[config.mk]
export PLATFORM = sky130hd
export DESIGN_NAME = mac_stream
export DESIGN_NICKNAME = d
export VERILOG_FILES = /design/src/rtl/mac_pkg.sv /design/src/rtl/mac_tree.sv /design/src/rtl/mac_stream.sv
export SDC_FILE = /design/constraint.sdc
export NUM_CORES = 2
export LEC_CHECK = 0
export CORE_ASPECT_RATIO = 1.25
export CORE_MARGIN = 3
export CORE_UTILIZATION = 45
export CTS_BUF_LIST = sky130_fd_sc_hd__clkbuf_4 sky130_fd_sc_hd__clkbuf_8
export CTS_CLUSTER_DIAMETER = 40
export DETAILED_ROUTE_END_ITERATION = 8
export GPL_ROUTABILITY_DRIVEN = 0
export GPL_TIMING_DRIVEN = 1
export PLACE_DENSITY_LB_ADDON = 0.2
export SETUP_SLACK_MARGIN = 0.2
export SYNTH_ARGS = -nofsm -noshare
export SYNTH_HDL_FRONTEND = slang
export SYNTH_SLANG_ARGS = --single-unit
[constraint.sdc]
create_clock -name clk -period 8.7 [get_ports clk]
set_input_delay 2.61 -clock clk [delete_from_list [all_inputs] [get_ports clk]]
set_output_delay 2.61 -clock clk [all_outputs]
set_load 0.05 [all_outputs]
[src/rtl/mac_pkg.sv]
// Shared constants and width helpers for the streaming multiply-accumulate engine.
package mac_pkg;

    localparam int MAC_LANES = 16;
    localparam int MAC_DW    = 8;
    localparam int MAC_ACC_W = 20;

    function automatic int clog2(input int value);
        int r;
        int v;
        r = 0;
        v = value - 1;
        while (v > 0) begin
            r = r + 1;
            v = v >> 1;
        end
        return r;
    endfunction

    // Width of the per-beat lane sum: one full product plus carry growth.
    function automatic int mac_pw(input int lanes, input int dw);
        return 2 * dw + clog2(lanes);
    endfunction

    localparam int MAC_PW = mac_pw(MAC_LANES, MAC_DW);

endpackage

[src/rtl/mac_tree.sv]
// Combinational balanced adder tree reducing the registered lane products to one beat sum.
module mac_tree
    import mac_pkg::*;
#(
    parameter int  LANES  = MAC_LANES,
    parameter int  DW     = MAC_DW,
    parameter bit  SIGNED = 1'b0,
    localparam int PW     = mac_pw(LANES, DW)
) (
    input  logic [LANES*2*DW-1:0] prod,
    output logic [PW-1:0]         t
);

    localparam int PD   = 2 * DW;
    localparam int LVL  = clog2(LANES);
    localparam int NPOW = 1 << LVL;

    // Level 0 holds the extended leaves (padded to a power of two); each level halves.
    genvar gi, gj;
    generate
        for (gi = 0; gi <= LVL; gi++) begin : g_lvl
            localparam int N = NPOW >> gi;
            logic [PW-1:0] v [N];
            for (gj = 0; gj < N; gj++) begin : g_node
                if (gi == 0) begin : g_leaf
                    if (gj >= LANES) begin : g_pad
                        assign v[gj] = '0;
                    end else if (SIGNED) begin : g_sext
                        assign v[gj] = PW'($signed(prod[gj*PD +: PD]));
                    end else begin : g_zext
                        assign v[gj] = PW'(prod[gj*PD +: PD]);
                    end
                end else begin : g_add
                    assign v[gj] = g_lvl[gi-1].v[2*gj] + g_lvl[gi-1].v[2*gj+1];
                end
            end
        end
    endgenerate

    assign t = g_lvl[LVL].v[0];

endmodule

[src/rtl/mac_stream.sv]
// Pipelined lane-parallel multiply-accumulate with valid/ready input and a held output register.
module mac_stream
    import mac_pkg::*;
#(
    parameter int LANES  = MAC_LANES,
    parameter int DW     = MAC_DW,
    parameter int ACC_W  = MAC_ACC_W,
    parameter bit SIGNED = 1'b0
) (
    input  logic                clk,
    input  logic                reset,
    input  logic                in_valid,
    output logic                in_ready,
    input  logic                in_last,
    input  logic [LANES*DW-1:0] p,
    input  logic [LANES*DW-1:0] w,
    output logic                out_valid,
    input  logic                out_ready,
    output logic [ACC_W-1:0]    s,
    output logic                out_ovf
);

    localparam int PD = 2 * DW;
    localparam int PW = mac_pw(LANES, DW);

    logic                  stall;
    logic                  accept;
    logic [LANES*PD-1:0]   prod_in;

    logic [LANES*PD-1:0]   prod_q, prod_d;
    logic                  s1_last_q, s1_last_d;
    logic                  s1_valid_q, s1_valid_d;
    logic [ACC_W-1:0]      acc_q, acc_d;
    logic                  ovf_acc_q, ovf_acc_d;
    logic [ACC_W-1:0]      s_q, s_d;
    logic                  out_ovf_q, out_ovf_d;
    logic                  out_valid_q, out_valid_d;

    logic [PW-1:0]         t;
    logic [ACC_W:0]        t_ext;
    logic [ACC_W:0]        acc_ext;
    logic [ACC_W:0]        sum;
    logic                  step_ovf;

    assign stall    = out_valid_q && !out_ready;
    assign in_ready = !stall && !reset;
    assign accept   = in_valid && in_ready;

    // Operands are widened to the full product width first so the multiply keeps every bit.
    genvar gi;
    generate
        for (gi = 0; gi < LANES; gi++) begin : g_mul
            logic [PD-1:0] pa;
            logic [PD-1:0] wa;
            if (SIGNED) begin : g_s
                assign pa = PD'($signed(p[gi*DW +: DW]));
                assign wa = PD'($signed(w[gi*DW +: DW]));
            end else begin : g_u
                assign pa = PD'(p[gi*DW +: DW]);
                assign wa = PD'(w[gi*DW +: DW]);
            end
            assign prod_in[gi*PD +: PD] = pa * wa;
        end
    endgenerate

    mac_tree #(
        .LANES  (LANES),
        .DW     (DW),
        .SIGNED (SIGNED)
    ) u_tree (
        .prod (prod_q),
        .t    (t)
    );

    // One guard bit above ACC_W makes the true sum exact, so overflow is a range test on it.
    generate
        if (SIGNED) begin : g_sacc
            assign t_ext    = (ACC_W+1)'($signed(t));
            assign acc_ext  = (ACC_W+1)'($signed(acc_q));
            assign sum      = acc_ext + t_ext;
            assign step_ovf = sum[ACC_W] ^ sum[ACC_W-1];
        end else begin : g_uacc
            assign t_ext    = (ACC_W+1)'(t);
            assign acc_ext  = (ACC_W+1)'(acc_q);
            assign sum      = acc_ext + t_ext;
            assign step_ovf = sum[ACC_W];
        end
    endgenerate

    always_comb begin
        prod_d      = prod_q;
        s1_last_d   = s1_last_q;
        s1_valid_d  = s1_valid_q;
        acc_d       = acc_q;
        ovf_acc_d   = ovf_acc_q;
        s_d         = s_q;
        out_ovf_d   = out_ovf_q;
        out_valid_d = out_valid_q;

        // Everything advances together; a held output freezes the whole pipe.
        if (!stall) begin
            s1_valid_d  = accept;
            out_valid_d = 1'b0;
            if (accept) begin
                prod_d    = prod_in;
                s1_last_d = in_last;
            end
            if (s1_valid_q) begin
                if (s1_last_q) begin
                    s_d         = sum[ACC_W-1:0];
                    out_ovf_d   = ovf_acc_q | step_ovf;
                    out_valid_d = 1'b1;
                    acc_d       = '0;
                    ovf_acc_d   = 1'b0;
                end else begin
                    acc_d     = sum[ACC_W-1:0];
                    ovf_acc_d = ovf_acc_q | step_ovf;
                end
            end
        end
    end

    always_ff @(posedge clk) begin
        if (reset) begin
            prod_q      <= '0;
            s1_last_q   <= 1'b0;
            s1_valid_q  <= 1'b0;
            acc_q       <= '0;
            ovf_acc_q   <= 1'b0;
            s_q         <= '0;
            out_ovf_q   <= 1'b0;
            out_valid_q <= 1'b0;
        end else begin
            prod_q      <= prod_d;
            s1_last_q   <= s1_last_d;
            s1_valid_q  <= s1_valid_d;
            acc_q       <= acc_d;
            ovf_acc_q   <= ovf_acc_d;
            s_q         <= s_d;
            out_ovf_q   <= out_ovf_d;
            out_valid_q <= out_valid_d;
        end
    end

    assign out_valid = out_valid_q;
    assign s         = s_q;
    assign out_ovf   = out_ovf_q;

endmodule

### Yosys cells after proc, flatten, opt, wreduce, memory -nomap -nowiden

Cells that the tools add are included.

| word-level totals | value |
|---|---|
| flip-flop bits (word level) | 301 |
| bits in latches | 0 |
| memory bits (writable) | 0 |
| bits in read-only memories | 0 |
| bits of input ports | 261 |
| output and inout bits | 23 |
| word-level logic and storage cells | 55 |
| memories | 0 |

| cells by class | value |
|---|---|
| $add $sub $neg | 16 |
| $mul | 16 |
| divide/modulo/power cells | 0 |
| $lt $le $gt $ge | 0 |
| eq/ne operators | 0 |
| shift operators | 0 |
| muxes and demuxes | 4 |
| bitwise gates (word level) | 2 |
| reduce and logical (&&, ||, !) cells | 9 |

Operator list:

| kind | number |
|---|---|
| $mul 8x8->16 | 16 |
| $add 20x20->20 | 7 |
| $add 16x16->17 | 8 |
| $add 20x20->21 | 1 |
| $mux 20 | 1 |
| $reduce_and 2->1 | 2 |
| $logic_and 1x1->1 | 3 |
| $logic_not 1->1 | 3 |
| $mux 1 | 3 |
| $reduce_and 3->1 | 1 |
| $not 1->1 | 1 |
| $or 1x1->1 | 1 |

### Longest topological paths before layout

| logic depth | value |
|---|---|
| depth in word-level cells | 7 |
| mapped depth | 34 |
| depth with buffers taken out | 34 |

### Cells and area by module

Synthesis repeated with hierarchy kept, for this count alone.

| unflattened totals | value |
|---|---|
| cells, all modules | 5,663 |
| area total of the unflattened synthesis | 50,359.5 µm² |

By module, submodules not included:

| module | instances | cells each | area each (µm²) | seq. area each (µm²) |
|---|---|---|---|---|
| mac_stream | 1 | 4,965 | 43,684.4 | 6,025.8 |
| mac_tree | 1 | 698 | 6,675.2 | 0.0 |

### Worst setup path before layout

OpenSTA, ideal clock, no wires.

| timing path | value |
|---|---|
| path kind | register to register |
| start | register prod_q[128] |
| end | register s_q[19], in the netlist s[19] |
| library setup time | 128 ps |
| data arrival time | 6,822 ps |
| required time | 8,572 ps |
| setup slack | 1,751 ps |
| cell stages (with the launch flop) | 32 |
| buffers on the path | 1 |
| clock period less this slack | 6,949 ps |
| cells stage by stage | dfxtp_1 ha_1 fa_1 a21o_1 a21oi_1 nor2b_1 o21a_1 o22ai_1 o21bai_1 a21oi_1 xor2_1 fa_1 inv_1 fa_1 fa_1 inv_1 fa_1 inv_1 ha_1 and3_1 a221oi_1 xnor2_1 ha_1 clkbuf_1 a21o_1 a211oi_1 o21ai_0 o22ai_1 a211oi_1 or3_1 a31oi_1 nor2_1 |

| between the ends | value |
|---|---|
| longest elaborated chain between the ends | 5 |

RTL lines:

| what | RTL line | text |
|---|---|---|
| start, declared | mac_stream.sv:30 | `logic [LANES*PD-1:0] prod_q, prod_d;` |
| start signal, assigned | mac_stream.sv:134 | `prod_q <= prod_d;` |
| $add 16x16->17 | mac_tree.sv:34 | `assign v[gj] = g_lvl[gi-1].v[2*gj] + g_lvl[gi-1].v[2*gj+1];` |
| $add 20x20->20 (3 in a row) | mac_tree.sv:34 |  |
| $add 20x20->21 | mac_stream.sv:85 | `assign sum = acc_ext + t_ext;` |
| end signal, assigned | mac_stream.sv:130 | `s_q <= '0;` |
| end signal, assigned | mac_stream.sv:139 | `s_q <= s_d;` |
| end, declared | mac_stream.sv:35 | `logic [ACC_W-1:0] s_q, s_d;` |

No other way between the ends.
A chain may end at the register's enable or synchronous reset.

### Worst setup path in the final report

| timing path | value |
|---|---|
| start | register prod_q[224] |
| end | register s_q[19], in the netlist s[19] |

The elaborated chain is that of the path after synthesis.

==> flow_metrics.tcl <==
set metrics [dict create \
    status "finished, final reports clean" \
    avgSynthCellArea_sq_um 8.72 \
    design.die.area_sq_um 118000 \
    insertion_delay_ps 650 \
    fin_crit_sh_pct 88.7 \
    finalSetupTns_ps 0 \
    routed-via-count 40300 \
    cts_tree "done" \
    cp_slowest_cell "a21oi_1" \
    crit_path_end "s[19]" \
    required_ps 9200 \
    critPathKind "reg2reg" \
    dp.final_hpwl_mm 108 \
    clock-sinks 301 \
    critPathCaptureType "register" \
    layout_commonest_cell "inv_1" \
    drv_cap 0 \
    grt_pass1_vias 42300 \
    clk_pin_slew_ps 60 \
    drive_above_1_share_pct 2.55 \
    crit_start "prod_q[224]" \
    fin_worst_skew_ps 41.2 \
    holdPathStages 2 \
    max_slew_margin_pct 28.5 \
    cts_setup_buffers 0 \
    r2r_end "s[19]" \
    syn_area_sq_um 51300 \
    io_buffers 283 \
    finalSetupViolCount 0 \
    antenna_found_initial 2 \
    rsz0062_at_grt "false" \
    yosysTopAreaCell "fa_1" \
    post_drt_wl_per_cell_microns 16.9 \
    initial_core_util_pct 45.7 \
    r2r_start "prod_q[224]" \
    h-tree-depth 2 \
    cts_root_buf "clkbuf_8" \
    num_io_pins 284 \
    syn2layout_area_growth_pct 10.9 \
    gr-usage-all-layers_pct 22.0 \
    yosysWarningCount 0 \
    hp-class "reg2reg" \
    synth_seq_area_share_pct 11.8 \
    drc 0 \
    die_h_microns 383 \
    firstDrtPassIters 6 \
    grt_overflow_total 0 \
    antenna_left 0 \
    clock_path_buffers 3 \
    nets 7815 \
    cts-resized-gates 0 \
    initialDrtViolationCount 2072 \
    synth_area_leaders "fa_1 (27%), ha_1 (18%), dfxtp_1 (12%), inv_1 (6.7%), and2_1 (6.5%)" \
    max_stage_delay_ps 500 \
    start_kind "register" \
    cp_max_fo 8 \
    rows 137 \
    cp_data_arrival_time_ps 8220 \
    via_per_inst 5.28 \
    synthArstFlopShare_pct 0 \
    stdcell_count 7627 \
    period_minus_slack_ps 7720 \
    final_cell_mix "inv_1 (915), ha_1 (745), nand2_1 (717)" \
    synth-seq-cells 301 \
    holdBufCountCts 0 \
    whs_ps 451 \
    r2r.worst_path.cells 31 \
    cts_buffers 59 \
    slew_violations 0 \
    die_w_microns 308 \
    grt_pass1_wl_mm 214 \
    final_hold_viol_count 0 \
    synth_edf_count 0 \
    synth_top_area_share_pct 26.8 \
    ys.flop_type "dfxtp_1" \
    worst_pin_slew_ps 1060 \
    crit_path_frequent_cell "fa_1" \
    coreArea_sq_um 112000 \
    yosysUniqueCellTypes 69 \
    synth_fp_nets 7573 \
    postSynthCellCount 5881 \
    drt_wl_total_mm 129 \
    r2r_slack_ps 980 \
    post-place-cells 7521 \
    max_clock_freq_ghz 0.130 \
    grt_max_degree 200 \
]
-- area by class of cell --
cell class | instances | area, sq um
fillers | 10800 | 55400
multi-input cells | 4555 | 41400
flip-flops and latches | 301 | 6030
inverters | 915 | 3430
repair buffers | 291 | 2920
well taps | 1459 | 1830
clock buffers | 88 | 1120
clock inverters | 15 | 148
diodes | 3 | 7.51
-- registers in the layout, summed over array words and instances (netlist names) --
signal      flops
ovf_acc_q       1
out_ovf         1
prod_q        256
acc_q          20
s1_last_q       1
out_valid       1
s1_valid_q      1
s              20
-- through the flow --
| stage | utilization [%] | area, sq um | setup WS, ps |
|---|---|---|---|
| 2_1_floorplan | - | 51300 | 1750 |
| 3_3_place_gp | 49.5 | 55600 | 1050 |
| 3_5_place_dp | 49.5 | 55600 | 1060 |
| 4_1_cts | 50.6 | 56900 | 1060 |
| 5_1_grt | 50.6 | 56900 | 481 |
| 6_report | 50.6 | 56900 | 982 |
-- cells in the mapped netlist (all sizes together), types with 7 or more instances --
cell and instances:
o21a 67, a21oi 259, o22ai 9, dfxtp 301
a21o 134, o31ai 48, or3 14, a31oi 13
nand2b 38, nor2 174, o31a 18, xor2 125
a22o 11, o211ai 18, fa 686, inv 915
o21bai 34, a21boi 10, nor3 73, o21ai 233
nor2b 52, a211oi 46, a22oi 7, or2 11
ha 745, clkbuf 91, nand2 718, a2111oi 13
buf 19, a31o 10, nand3 50, nand3b 169
xnor2 151, o2111ai 9, and2 531, and3 18
-- worst min path at each step --
| stage | from | slack [ps] | endpoint |
|---|---|---|---|
| 5_1_grt | prod_q[80] | 470 | prod_q[80] |
| 6_report | acc_q[19] | 450 | acc_q[19] |
| 2_1_floorplan | acc_q[19] | 420 | acc_q[19] |
| 3_5_place_dp | acc_q[19] | 450 | acc_q[19] |
| 4_1_cts | acc_q[19] | 460 | acc_q[19] |
| 3_3_place_gp | prod_q[240] | 440 | prod_q[240] |
-- worst max-delay path, delay by kind of cell, from the launching register on --
kind	cells	cell delay [ps]
XOR/XNOR	2	430
flip-flops	1	330
adder cells (fa/ha/maj)	8	3200
AO/OA/AOI/OAI	11	2440
buffers and inverters	3	150
AND/OR/NAND/NOR	7	1020
-- metal layers --
layer,wire (microns),track usage [%],up-vias
met4,3720,5.86,0
met3,3960,1.79,197
met1,54900,27.5,19700
met5,0,0,-
li1,-,-,19600
met2,66200,40.6,699
-- kinds of logic after synthesis --
logic type | synth area share [%]
compound gates | 12.4
xor+xnor | 4.72
fa+ha+maj | 45.0
buf+inv | 7.54
flops | 11.8
mux | 0.0610
simple gates | 18.6
Power is left out: the tool's default activity adds up to more than one toggle a clock period on the data nets, which glitch-free logic cannot reach.
